===== src/rtl/ped_crossing_ctrl.sv =====
// Pedestrian crossing controller for the north-south road: latches button
// requests, grants WALK at the start of an NS RED phase, then a counted flash.
module ped_crossing_ctrl #(
  parameter int unsigned WALK_CYCLES  = 4,
  parameter int unsigned FLASH_CYCLES = 3
) (
  input  logic       clk,
  input  logic       reset_n,
  input  logic [1:0] light_ns,
  input  logic       ped_btn,
  output logic       walk,
  output logic       dont_walk,
  output logic [3:0] countdown,
  output logic       req_pending,
  output logic       fault
);

  typedef enum logic [1:0] {
    IDLE  = 2'b00,
    WALK  = 2'b01,
    FLASH = 2'b10
  } state_t;

  localparam logic [1:0] LIGHT_RED     = 2'b00;
  localparam logic [1:0] LIGHT_ILLEGAL = 2'b11;
  localparam logic [3:0] WALK_LOAD     = 4'(WALK_CYCLES);
  localparam logic [3:0] FLASH_LOAD    = 4'(FLASH_CYCLES);

  state_t     state;
  state_t     state_next;
  logic [3:0] count;
  logic [3:0] count_next;
  logic       flash_on;
  logic       flash_on_next;
  logic       req_next;
  logic       fault_next;
  logic       btn_q;
  logic [1:0] light_q;

  logic       btn_rise;
  logic       not_red;
  logic       red_entry;
  logic       abort;
  logic       grant;

  // Illegal code 11 counts as not-RED for both the abort check and red_entry.
  assign not_red   = (light_ns != LIGHT_RED);
  assign btn_rise  = ped_btn & ~btn_q;
  assign red_entry = ~not_red & (light_q != LIGHT_RED);
  assign abort     = (state != IDLE) & not_red;
  assign grant     = (state == IDLE) & red_entry & req_pending;

  always_ff @(posedge clk or negedge reset_n) begin
    if (!reset_n) begin
      state       <= IDLE;
      count       <= 4'd0;
      flash_on    <= 1'b0;
      req_pending <= 1'b0;
      fault       <= 1'b0;
      btn_q       <= 1'b0;
      light_q     <= LIGHT_RED;
    end else begin
      state       <= state_next;
      count       <= count_next;
      flash_on    <= flash_on_next;
      req_pending <= req_next;
      fault       <= fault_next;
      btn_q       <= ped_btn;
      light_q     <= light_ns;
    end
  end

  // The counter is always reloaded on the cycle it reads 1, so it never wraps.
  always_comb begin
    state_next    = state;
    count_next    = count;
    flash_on_next = flash_on;
    case (state)
      IDLE: begin
        if (grant) begin
          state_next = WALK;
          count_next = WALK_LOAD;
        end
      end
      WALK: begin
        if (abort) begin
          state_next = IDLE;
          count_next = 4'd0;
        end else if (count == 4'd1) begin
          state_next    = FLASH;
          count_next    = FLASH_LOAD;
          flash_on_next = 1'b1;
        end else begin
          count_next = count - 4'd1;
        end
      end
      FLASH: begin
        if (abort || (count == 4'd1)) begin
          state_next    = IDLE;
          count_next    = 4'd0;
          flash_on_next = 1'b0;
        end else begin
          count_next    = count - 4'd1;
          flash_on_next = ~flash_on;
        end
      end
      default: begin
        state_next    = IDLE;
        count_next    = 4'd0;
        flash_on_next = 1'b0;
      end
    endcase
  end

  // A grant clears the request even if a fresh press lands in the same cycle.
  always_comb begin
    req_next = req_pending;
    if (grant) begin
      req_next = 1'b0;
    end else if (btn_rise && (state != WALK)) begin
      req_next = 1'b1;
    end
    fault_next = fault | abort | ((state == IDLE) & (light_ns == LIGHT_ILLEGAL));
  end

  always_comb begin
    walk      = 1'b0;
    dont_walk = 1'b1;
    countdown = 4'd0;
    case (state)
      WALK: begin
        walk      = 1'b1;
        dont_walk = 1'b0;
      end
      FLASH: begin
        dont_walk = flash_on;
        countdown = count;
      end
      default: begin
        walk      = 1'b0;
        dont_walk = 1'b1;
        countdown = 4'd0;
      end
    endcase
  end

endmodule


===== config.mk =====
export PLATFORM = sky130hd
export DESIGN_NAME = ped_crossing_ctrl
export DESIGN_NICKNAME = d
export VERILOG_FILES = /design/src/rtl/ped_crossing_ctrl.sv
export SDC_FILE = /design/constraint.sdc
export NUM_CORES = 1
export LEC_CHECK = 0
export ABC_AREA = 1
export CORE_MARGIN = 5
export CORE_UTILIZATION = 57
export CTS_BUF_LIST = sky130_fd_sc_hd__clkbuf_4 sky130_fd_sc_hd__clkbuf_8
export DETAILED_ROUTE_END_ITERATION = 16
export PLACE_DENSITY = 0.85
export SYNTH_ARGS = -nofsm -noshare
export SYNTH_HDL_FRONTEND = slang
export SYNTH_SLANG_ARGS = --single-unit

===== constraint.sdc =====
create_clock -name clk -period 3.7 [get_ports clk]
set_input_delay 0.74 -clock clk [delete_from_list [all_inputs] [get_ports clk]]
set_output_delay 0.74 -clock clk [all_outputs]
set_load 0.02 [all_outputs]

==> metrics.txt <==
Crit. End Element=output pin; min cycle time layout=2800 ps; flops & latches, synth=12; deepest clock path buffer count=2; Core Area=1280 sq um; count of cell types in the netlist=14; DRC Markers=0; r2r worst-path depth=8; switching share of total power=about 47%; clk slew on worst S/H paths=~80 ps; Final Net Count=~140; CP Capture Point=dont_walk; share of cells above drive strength 1=around 5.7%; critical path's slowest cell=clkdlybuf4s50_1; vias=between 700 and 800; max-cap violations=0; Setup-failing EPs final=0; Max H-tree Level=1; CP Launch Type=register; I/O pin count=13; Switch Pwr=between 0.3 and 0.4 mW; Pint=0.379 mW; Slew headroom=between 60% and 70%; hold path start=flash_on; type of the most critical hold path=reg -> reg; CP Depth=5; vias in the first global route=670; routed length per instance=~13 um; critical path required time=~3000 ps; GRT Total Usage=19.2%; CP top delay family=buffers and inverters; Critical Path Max Stage Delay=between 600 and 700 ps; CTS sink cnt=12; initial antenna violation count=0; Clock Root Buffer=clkbuf_4; post-synthesis xor/xnor area fraction=0%; critical path startpoint=state[0]; Detail Route Antenna Nets=0; Seq pwr share=about 28%; Syn Area/Cell=7.22 sq um; syn nets=between 100 and 150; later-pin clock latency in the skew report=roughly 280 ps; reg-to-reg startpoint=state[0]; Buf/Inv on CP=3; cts bufs inserted=3; adder-cell share of the synthesized area=between 10% and 20%; Crit Path Max Fanout=7; unrepaired setup endpoints after global routing=false; register area share after synthesis=approximately two fifths; final wirelength=around 1700 um; r2r setup slk=between 2000 and 2500 ps; Max Clk Rate=around 360 MHz; die area=2180 sq um; Pre-antenna DRT Iters=4; P&R area growth vs syn=22.9%; VDD IR max=around 460 uV; CP cell instances=inv_1, ha_1, inv_1, o21ai_0, clkdlybuf4s50_1; largest net degree at the start of global routing=13; Final Hold Fails=0; WP data arrival=~2000 ps; CTS tree=done; row count=13; hold_buf cts=0; total gr overflow=0; run status=complete, no violations; Leak Pwr=approximately 0.53 nW; setup repair bufs after CTS=0; die extent in x=approximately 47 um; mux cell area share after synthesis=0%; via/cell ratio=around 5.3; most numerous cell on the critical path=inv_1; antenna cell count=0; Slew Limit Fails=0; Die Ht=between 40 and 50 um; simple-gate share of the synthesized area=34.2%; Worst Clk Skew=roughly 0.57 ps; initial core utilization=59.6%; TNS Setup=0 ps; Syn Std Cell Area=766 sq um; DR iter-0 viols=21; Worst-Margin Slew=~550 ps; Ys Warns=0; power share of the clock group=15.3%; CP Class=reg -> out; Final Cycle Share=roughly three quarters; post-cts sizing count=0; Synth Instances=~110; proportion of power drawn by combinational gates=a little under three fifths; DPL Wire Length=about 1300 um; Hold Worst Slack=502 ps; Synth Area in Compound Gates=under 10%; Final Wtd Congestion=around 0.86; PortBufs=12; worst r2r dst=count[1]; main combinational cell family by area after synthesis=simple AND/OR/NAND/NOR gates; first-pass GRT wire length=2930 um; PwrDens=between 700 and 800 nW/um^2
worst min path at each step:
stage | cells after the start | slack, ps | endpoint
final | 2 | 500 | flash_on
after global routing | 2 | 540 | fault
after CTS | 2 | 500 | flash_on
after detailed placement | 2 | 480 | flash_on
after global placement | 2 | 450 | fault
after floorplan | 0 | 440 | btn_q
power groups by stage:
stage	clock network, mW	registers (mW)	logic, mW
3_3_place_gp	0	0.204	0.381
5_1_grt	0.116	0.213	0.450
4_1_cts	0.108	0.205	0.406
3_5_place_dp	0	0.207	0.400
2_1_floorplan	0	0.204	0.282
6_report	0.110	0.206	0.405
metal layers:
layer,up-vias,part of all wire [%],global-route usage [%],wire (um)
met3,7,8.1,2.34,140
met5,-,0,0,0
met4,0,2.0,6.63,34
met1,326,36,21.8,623
met2,38,54,36.3,920
li1,357,-,-,-
worst register-to-register path, cell delays in order (launching register included):
cell and delay [ps]:
dfrtp_1 420, inv_1 130, ha_1 300, nand2_1 80
inv_1 110, nand3_4 110, a21oi_1 250, nand3_1 110
nand2_1 80
area by class of cell:
class | count | area, sq um
clock buffers | 4 | 36.3
fillers | 112 | 344
inverters | 23 | 86.3
multi-input cells | 71 | 379
flip-flops and latches | 12 | 300
well taps | 15 | 18.8
repair buffers | 12 | 120
logic make-up (layout without fill, tap and decap cells):
family	after synthesis	after routing
compound gates	6	6
fa+ha+maj	7	7
buf+inv	23	39
flops	12	12
simple gates	58	58
placed cells by master (no fill, tap or decap), types with 2 or more instances in the layout:
master / Yosys / final
nand3_1: 11 / 11
dfrtp_1: 12 / 12
nor2_1: 5 / 5
clkdlybuf4s50_1: 0 / 12
a21oi_1: 3 / 3
nand2_1: 36 / 36
o21ai_0: 2 / 2
inv_1: 23 / 23
nand4_1: 2 / 2
clkbuf_4: 0 / 3
ha_1: 7 / 7
Yosys cell counts:
| library cell | count | area share, % |
|---|---|---|
| nand2_1 | 36 | 18 |
| inv_1 | 23 | 11 |
| dfrtp_1 | 12 | 39 |
| nand3_1 | 11 | 7.2 |
| ha_1 | 7 | 11 |
| nor2_1 | 5 | 2.5 |
| a21oi_1 | 3 | 2.0 |
| nand4_1 | 2 | 1.6 |
| o21ai_0 | 2 | 1.3 |
| nand2_2 | 1 | 0.82 |
| nand2_4 | 1 | 1.5 |
| nand3_4 | 1 | 2.3 |
| nor3_1 | 1 | 0.65 |
| o21ai_1 | 1 | 0.65 |
registers in the layout, indices dropped and copies added (netlist names):
signal	cells
state	2
flash_on	1
btn_q	1
fault	1
req_pending	1
count	4
light_q	2
stage by stage:
| step | utilization (%) | setup slack, ps | power (mW) | std cells | cell area [sq um] |
|---|---|---|---|---|---|
| after floorplan | - | 1680 | 0.486 | 106 | 766 |
| after global placement | 70.4 | 1330 | 0.584 | 133 | 905 |
| after detailed placement | 70.4 | 1200 | 0.607 | 133 | 905 |
| after CTS | 73.2 | 875 | 0.719 | 137 | 941 |
| after global routing | 73.2 | 747 | 0.779 | 137 | 941 |
| final | 73.2 | 900 | 0.720 | 137 | 941 |
Power figures use the tool's default switching activity.
